**src/rtl/pipeline_hazard_ctrl.sv**
```systemverilog
// Pipeline control for the five-stage ARM core: RAW hazard detection, branch flush,
// SRAM wait-state sequencing and saturating stall/flush performance counters.
module pipeline_hazard_ctrl #(
    parameter bit FWD_EN = 1'b1,
    parameter int CNT_W  = 16
) (
    input  logic             clk,
    input  logic             rst,
    input  logic [3:0]       id_src1,
    input  logic             id_src1_valid,
    input  logic [3:0]       id_src2,
    input  logic             id_two_src,
    input  logic [3:0]       exe_dest,
    input  logic             exe_wb_en,
    input  logic             exe_mem_r_en,
    input  logic [3:0]       mem_dest,
    input  logic             mem_wb_en,
    input  logic             branch_taken,
    input  logic             mem_req,
    input  logic             sram_ready,
    input  logic             clr_cnt,
    output logic             freeze_if,
    output logic             flush_if,
    output logic             flush_id,
    output logic             freeze_all,
    output logic [CNT_W-1:0] stall_cnt,
    output logic [CNT_W-1:0] flush_cnt
);

    typedef enum logic [1:0] {
        S_IDLE = 2'd0,
        S_WAIT = 2'd1,
        S_DONE = 2'd2
    } sram_state_e;

    sram_state_e      state_q, state_d;
    logic [CNT_W-1:0] stall_cnt_q, stall_cnt_d;
    logic [CNT_W-1:0] flush_cnt_q, flush_cnt_d;

    logic match_exe;
    logic match_mem;
    logic hazard;
    logic sram_stall;

    // Does the ID instruction read the register written by the given stage?
    assign match_exe = (id_src1_valid & (id_src1 == exe_dest)) |
                       (id_two_src    & (id_src2 == exe_dest));
    assign match_mem = (id_src1_valid & (id_src1 == mem_dest)) |
                       (id_two_src    & (id_src2 == mem_dest));

    always_comb begin
        if (FWD_EN) begin
            hazard = exe_wb_en & exe_mem_r_en & match_exe;
        end else begin
            hazard = (exe_wb_en & match_exe) | (mem_wb_en & match_mem);
        end
    end

    assign sram_stall = ((state_q == S_IDLE) & mem_req & ~sram_ready) |
                        ((state_q == S_WAIT) & ~sram_ready);

    // DONE deliberately ignores mem_req: the completed instruction is still in MEM.
    always_comb begin
        // NOTE: every combinational output gets a default first so no latch is inferred.
        state_d = state_q;
        case (state_q)
            S_IDLE: if (mem_req) state_d = sram_ready ? S_DONE : S_WAIT;
            S_WAIT: if (sram_ready) state_d = S_DONE;
            S_DONE: state_d = S_IDLE;
            default: state_d = S_IDLE;
        endcase
    end

    // Freeze beats branch (the branch waits in the frozen EXE register); branch beats
    // hazard because the dependent ID instruction is discarded anyway.
    always_comb begin
        freeze_all = 1'b0;
        freeze_if  = 1'b0;
        flush_if   = 1'b0;
        flush_id   = 1'b0;
        if (!rst) begin
            if (sram_stall) begin
                freeze_all = 1'b1;
                freeze_if  = 1'b1;
            end else if (branch_taken) begin
                flush_if = 1'b1;
                flush_id = 1'b1;
            end else if (hazard) begin
                freeze_if = 1'b1;
                flush_id  = 1'b1;
            end
        end
    end

    always_comb begin
        stall_cnt_d = stall_cnt_q;
        flush_cnt_d = flush_cnt_q;
        if (clr_cnt) begin
            stall_cnt_d = '0;
            flush_cnt_d = '0;
        end else begin
            if (freeze_if && !(&stall_cnt_q)) stall_cnt_d = stall_cnt_q + CNT_W'(1);
            if (flush_if && !(&flush_cnt_q))  flush_cnt_d = flush_cnt_q + CNT_W'(1);
        end
    end

    // NOTE: sequential state uses non-blocking assignments so all flops update together.
    always_ff @(posedge clk or posedge rst) begin
        if (rst) begin
            state_q     <= S_IDLE;
            stall_cnt_q <= '0;
            flush_cnt_q <= '0;
        end else begin
            state_q     <= state_d;
            stall_cnt_q <= stall_cnt_d;
            flush_cnt_q <= flush_cnt_d;
        end
    end

    assign stall_cnt = stall_cnt_q;
    assign flush_cnt = flush_cnt_q;

endmodule

```
**config.mk**
```make
export PLATFORM = sky130hd
export DESIGN_NAME = pipeline_hazard_ctrl
export DESIGN_NICKNAME = d
export VERILOG_FILES = /design/src/rtl/pipeline_hazard_ctrl.sv
export SDC_FILE = /design/constraint.sdc
export NUM_CORES = 1
export LEC_CHECK = 0
export BUFFER_PORTS_ARGS = -buffer_cell sky130_fd_sc_hd__buf_2
export CELL_PAD_IN_SITES_DETAIL_PLACEMENT = 0
export CELL_PAD_IN_SITES_GLOBAL_PLACEMENT = 1
export CORE_ASPECT_RATIO = 0.75
export CORE_MARGIN = 3
export CORE_UTILIZATION = 38
export DETAILED_ROUTE_END_ITERATION = 10
export PLACE_DENSITY_LB_ADDON = 0.1
export REMOVE_ABC_BUFFERS = 1
export SLEW_MARGIN = 20
export SYNTH_ARGS = -nofsm -noshare
export SYNTH_HDL_FRONTEND = slang
export SYNTH_SLANG_ARGS = --single-unit
```
**constraint.sdc**
```tcl
create_clock -name clk -period 2.4 [get_ports clk]
set_input_delay 0.48 -clock clk [delete_from_list [all_inputs] [get_ports clk]]
set_output_delay 0.48 -clock clk [all_outputs]
set_load 0.05 [all_outputs]
```
==> qor.yml, run 1 <==
power:
  comb_power_share: 0.106
  portion_of_total_power_attributed_to_the_clock_network: 0.467
  total_internal_power_mw: 1.04
  switching_share: 0.237
  peakVddDrop_mv: 0.284
  seq_power_share: 0.427
  total_leakage_power_nw: 1.18
  power-per-cell-area_mw_per_mm2: 540
  power_switching_mw: 0.324
sta:
  tightestPinTransition_ps: 587
  timing.slew.headroom: 0.608
  timing.final.setup_violations: 0
  post-route-period-util: 0.930
  finalHoldViolCount: 0
  achievable_frequency_mhz: 448
  grt_setup_unrepaired: "false"
  fin_crit_ps: 2230
  fin_worst_skew_ps: 7.76
  setup_slack_ps: 168
  slew_violations: 0
finish:
  post_layout_nonfiller_instances: 348
  insertedDiodeCount: 0
  finalNetCount: 304
  final_common_cell: "sky130_fd_sc_hd__buf_2"
  layout_cells_sized_above_1: 0.319
  layout.cells.most_common_list: "57 x sky130_fd_sc_hd__buf_2, 34 x sky130_fd_sc_hd__dfrtp_1, 32 x sky130_fd_sc_hd__nor2_1"
  area_growth_syn_to_layout_pct: 25.9
  util_after_layout: 0.505
place:
  finalWeightedCongestion: 0.795
  place.port_buffers: 57
  dp_hpwl_um: 3400
  placedCellCount: 340
  dp_worst_setup_slack_ps: 169
clocking:
  worst_skew_pair.late_latency_ps: 280
  post_cts.repair.setup_buffers: 0
  holdBufCountCts: 0
  tritoncts.num_buffers: 5
  bufs_on_longest_clock_path: 2
  clk_root_buffer_cell: "sky130_fd_sc_hd__clkbuf_8"
  cts_tree: "yes"
  ctsHtreeMaxLevel: 2
  clock_sink_count: 34
  clkTransAtPathRegs_ps: 70
  ctsResizeCount: 0
detailed_routing:
  drtAntennaViolNets: 0
  drt_iter0_drc: 50
  vias_per_cell: 5.10
  drt_pre_antenna_iters: 4
  route.detailed.wl_per_inst_um: 13.5
  post_route_drc_violation_count: 0
  routed-via-count: 1774
  totalWireLength_um: 4700
grt:
  globalRouteTotalUtil: 0.156
  maximum_number_of_pins_on_one_net_before_global_route_repair: 35
  wire_length_of_the_first_global_routing_pass_um: 7710
  overflow: 0
  grt_antenna_before_repair: 0
  number_of_global_route_vias_before_repair: 1555
setup_path:
  worstSetupStartpointType: "register"
  critical_path_peak_fanout: 9
  setup.worst_path.class: "register to output pin"
  required_ps: 1920
  endpoint_kind: "output pin"
  cp.arrival_ps: 1750
floorplanning:
  floorplan.die.width_um: 90.0
  initial_utilization: 0.401
  core_area_mm2: 0.00501
  die_h_um: 69.0
  core.rowCount: 22
  floorplan.die_area_mm2: 0.00621
  pin_count: 63
synth:
  synth_seq_area_share: 0.423
  async_s_r_ff_share_synth: 1.00
  yosys_warnings: 0
  cell_taking_the_most_area_after_synthesis: "sky130_fd_sc_hd__dfrtp_1"
  number_of_synthesized_flops_with_an_enable_pin: 0
  post-synth-top-area-fraction: 0.423
  synth_cell_types: 36
  yosys-top-cells-area: "sky130_fd_sc_hd__dfrtp_1 42%, sky130_fd_sc_hd__xnor2_1 6.5%, sky130_fd_sc_hd__nor2_1 6.0%, sky130_fd_sc_hd__mux2_2 5.0%, sky130_fd_sc_hd__xor2_1 3.5%"
  syn-cell-area_mm2: 0.00201
  post_synthesis_sequential_element_count: 34
  syn_avg_cell_area_um2: 9.48
  yosys_most_used_dff: "sky130_fd_sc_hd__dfrtp_1"
  synthCells: 212
run:
  maxCapViolCount: 0
outcome:
  run_status: "completed"
hold_path:
  min_path_type: "input port to register"
## sequential cells by signal, summed over array words and instances, names as in the netlist
| register | flops |
|---|---|
| flush_cnt | 16 |
| stall_cnt | 16 |
| state_q | 2 |
## metrics by stage
step | instance area, µm² | power (mW) | TNS [ps] | hold slack (ps)
6_report | 2530 | 1.37 | 0 | 469
5_1_grt | 2530 | 1.42 | 0 | 474
4_1_cts | 2530 | 1.39 | 0 | 453
3_5_place_dp | 2390 | 0.741 | 0 | 556
3_3_place_gp | 2390 | 0.741 | 0 | 556
2_1_floorplan | 1980 | 0.681 | -2020 | 530
## logic make-up (layout without fill, tap and decap cells)
group | count (synthesis) | after routing | synth area share
simple gates | 111 | 111 | 0.301
flops | 34 | 34 | 0.423
compound gates | 23 | 23 | 0.0872
xor+xnor | 23 | 23 | 0.100
mux | 10 | 10 | 0.0554
buf+inv | 9 | 73 | 0.0205
fa+ha+maj | 2 | 2 | 0.0125
## Yosys cell counts, types with 3 or more instances
master / number
sky130_fd_sc_hd__dfrtp_1: 34
sky130_fd_sc_hd__nor2_1: 32
sky130_fd_sc_hd__nand2_1: 16
sky130_fd_sc_hd__xnor2_1: 15
sky130_fd_sc_hd__nand3_1: 12
sky130_fd_sc_hd__mux2_2: 9
sky130_fd_sc_hd__nor2b_1: 9
sky130_fd_sc_hd__xor2_1: 8
sky130_fd_sc_hd__a21oi_1: 7
sky130_fd_sc_hd__o21ai_0: 7
sky130_fd_sc_hd__nand4_1: 6
sky130_fd_sc_hd__nor4_1: 6
sky130_fd_sc_hd__or3_1: 6
sky130_fd_sc_hd__clkbuf_1: 5
sky130_fd_sc_hd__and3_1: 4
sky130_fd_sc_hd__and4_1: 4
sky130_fd_sc_hd__nor3_1: 4
sky130_fd_sc_hd__inv_1: 3
## worst paths after layout
path / start / to / slack (ps) / depth (start not counted)
hold reg to reg: flush_cnt[15]$_DFFE_PP0P_ / flush_cnt[15]$_DFFE_PP0P_ / 570 / 2
setup reg to reg: stall_cnt[6]$_DFFE_PP0P_ / stall_cnt[0]$_DFFE_PP0P_ / 410 / 6
hold / removal: sram_ready / state_q[0]$_DFFE_PP0P_ / 470 / 2
max in group asynchronous: rst / flush_cnt[15]$_DFFE_PP0P_ / 1600 / 3
setup / recovery: state_q[0]$_DFFE_PP0P_ / freeze_if / 170 / 5
min in group asynchronous: rst / stall_cnt[14]$_DFFE_PP0P_ / 490 / 3
## power groups by stage
stage / clock (mW) / sequential, mW / combinational (mW)
after floorplan: 0 / 0.606 / 0.0743
after global placement: 0 / 0.596 / 0.145
after detailed placement: 0 / 0.595 / 0.146
after CTS: 0.661 / 0.584 / 0.147
after global routing: 0.678 / 0.585 / 0.160
final: 0.638 / 0.584 / 0.144
## routing by layer
metal | routed length (µm) | part of all wire | global-route usage | vias up
li1 | - | - | - | 880
met1 | 2530 | 0.54 | 0.239 | 839
met2 | 1850 | 0.39 | 0.218 | 53
met3 | 298 | 0.063 | 0.0412 | 2
met4 | 19 | 0.0040 | 0.0344 | 0
met5 | 0 | 0 | 0 | -
## critical path: stages (launching register included)
cell,delay (ps)
sky130_fd_sc_hd__dfrtp_1,370
sky130_fd_sc_hd__o21bai_2,290
sky130_fd_sc_hd__o32ai_4,160
sky130_fd_sc_hd__nor2_2,350
sky130_fd_sc_hd__nor2_1,80
sky130_fd_sc_hd__buf_2,220
## cell type report
class,instances,area (µm²)
Clock inverter,3,68.8
Clock buffer,5,68.8
Timing Repair Buffer,62,323
Sequential cell,34,851
Multi-Input combinational cell,169,1120
Fill cell,510,2480
Inverter,3,11.3
Tap cell,72,90.1
No activity file was read; power rests on OpenSTA's default activity.
==> inputs of run 2 (changes only) <==
==> constraint.sdc (replaced) <==
create_clock -name clk -period 2.4 [get_ports clk]
set_input_delay 0.48 -clock clk [delete_from_list [all_inputs] [get_ports clk]]
set_output_delay 0.48 -clock clk [all_outputs]
set_load 0.02 [all_outputs]
==> run 2 against run 1 <==
Effect of this change:
- global-route usage grew 0.19 points
- hold slack got worse by 9.4 ps
- sequential power barely moved
==> qor.yml, run 2 (synthesis gave the netlist of run 1 again) <==
outcome:
  run_status: "completed"
sta:
  timing.slew.headroom: 0.625
  setup_slack_ps: 224
  finalHoldViolCount: 0
  post-route-period-util: 0.907
  grt_setup_unrepaired: "false"
  slew_violations: 0
  timing.final.setup_violations: 0
  tightestPinTransition_ps: 563
  achievable_frequency_mhz: 460
  fin_worst_skew_ps: 10.6
  totalNegativeSetupSlack_ps: 0
  fin_crit_ps: 2180
  hold_slack_ps: 459
detailed_routing:
  route.detailed.wl_per_inst_um: 13.5
  post_route_drc_violation_count: 0
  vias_per_cell: 5.05
  totalWireLength_um: 4690
  routed-via-count: 1753
  drt_iter0_drc: 62
  drtAntennaViolNets: 0
  drt_pre_antenna_iters: 4
clocking:
  ctsResizeCount: 0
  post_cts.repair.setup_buffers: 0
  clkTransAtPathRegs_ps: 70
  tritoncts.num_buffers: 5
  clk_root_buffer_cell: "sky130_fd_sc_hd__clkbuf_8"
  worst_skew_pair.late_latency_ps: 290
  cts_tree: "yes"
  clock_sink_count: 34
  holdBufCountCts: 0
  ctsHtreeMaxLevel: 2
  bufs_on_longest_clock_path: 2
grt:
  overflow: 0
  globalRouteTotalUtil: 0.158
  maximum_number_of_pins_on_one_net_before_global_route_repair: 35
  grt_antenna_before_repair: 0
  wire_length_of_the_first_global_routing_pass_um: 7760
  number_of_global_route_vias_before_repair: 1606
floorplanning:
  floorplan.die.width_um: 90.0
  initial_utilization: 0.401
  core.rowCount: 22
  pin_count: 63
  die_h_um: 69.0
  core_area_mm2: 0.00501
  floorplan.die_area_mm2: 0.00621
finish:
  finalNetCount: 303
  final_common_cell: "sky130_fd_sc_hd__buf_2"
  area_growth_syn_to_layout_pct: 25.5
  layout_cells_sized_above_1: 0.316
  util_after_layout: 0.503
  layout.cells.most_common_list: "57 x sky130_fd_sc_hd__buf_2, 34 x sky130_fd_sc_hd__dfrtp_1, 32 x sky130_fd_sc_hd__nor2_1"
  design_area_mm2: 0.00252
  insertedDiodeCount: 0
hold_path:
  min_path_type: "input port to register"
  timing.hold.worst.start: "sram_ready"
  worst_hold_path.num_cells: 3
  hold_path_end: "state_q[1]$_DFFE_PP0P_"
setup_path:
  worstSetupStartpointType: "register"
  critical_path_peak_fanout: 9
  critical_path_s_largest_stage_delay_ps: 380
  r2r_start: "stall_cnt[1]$_DFFE_PP0P_"
  r2r_slack_ps: 410
  r2r_cells: 6
  cp.arrival_ps: 1700
  required_ps: 1920
  timing.critical_path.cells: "o21bai_2 -> o32ai_4 -> nor2_2 -> nor2_1 -> buf_2"
  slowest_stage_cell_on_the_critical_path: "sky130_fd_sc_hd__dfrtp_1"
  endpoint_kind: "output pin"
  setup.worst_path.class: "register to output pin"
  worst_r2r_endpoint: "stall_cnt[14]$_DFFE_PP0P_"
power:
  power-per-cell-area_mw_per_mm2: 536
  peakVddDrop_mv: 0.227
  total_leakage_power_nw: 1.18
place:
  dp_worst_setup_slack_ps: 121
  place.port_buffers: 57
  dp_hpwl_um: 3380
  post_dp_cell_area_mm2: 0.00238
  finalWeightedCongestion: 0.748
run:
  maxCapViolCount: 0
run 2: cell count changes in the layout (fill, tap and decap cells not counted), sizes merged:
cell,previous run,this run
buf,62,61
run 2: worst max-delay path by stage:
stage	from	end	slack, ps
floorplan	rst	flush_cnt[14]$_DFFE_PP0P_	-190
global placement	exe_dest[2]	stall_cnt[2]$_DFFE_PP0P_	170
detailed placement	exe_dest[1]	stall_cnt[2]$_DFFE_PP0P_	120
CTS	state_q[0]$_DFFE_PP0P_	freeze_if	190
global route	state_q[0]$_DFFE_PP0P_	freeze_if	120
finish	state_q[0]$_DFFE_PP0P_	freeze_if	220
run 2: layout make-up:
cell class                      count  area (µm²)
Fill cell                         498        2490
Multi-Input combinational cell    169        1120
Sequential cell                    34         851
Timing Repair Buffer               61         315
Tap cell                           72        90.1
Clock buffer                        5        68.8
Clock inverter                      3        68.8
Inverter                            3        11.3
run 2: layer usage:
| metal | vias up | track usage | wire length (µm) | part of all wire |
|---|---|---|---|---|
| li1 | 876 | - | - | - |
| met1 | 823 | 0.227 | 2520 | 0.54 |
| met2 | 46 | 0.230 | 1860 | 0.40 |
| met3 | 8 | 0.0412 | 252 | 0.054 |
| met4 | 0 | 0.0573 | 61 | 0.013 |
| met5 | - | 0 | 0 | 0 |
run 2: report_power, final:
part	leakage (nW)	internal, mW	switching (mW)
combinational	0.639	0.0477	0.0795
clock	0.0683	0.416	0.225
sequential	0.472	0.578	0.00580
total	1.18	1.04	0.311
run 2: worst max-delay path: cells and delay by family, from the launching register on:
kind | cells | cell delay [ps]
compound gates | 2 | 430
buf+inv | 1 | 170
flops | 1 | 380
simple gates | 2 | 420
run 2: per-stage QoR:
stage	power, mW	cells
6_report	1.35	347
5_1_grt	1.41	347
4_1_cts	1.38	347
3_5_place_dp	0.724	339
3_3_place_gp	0.724	339
2_1_floorplan	0.664	206
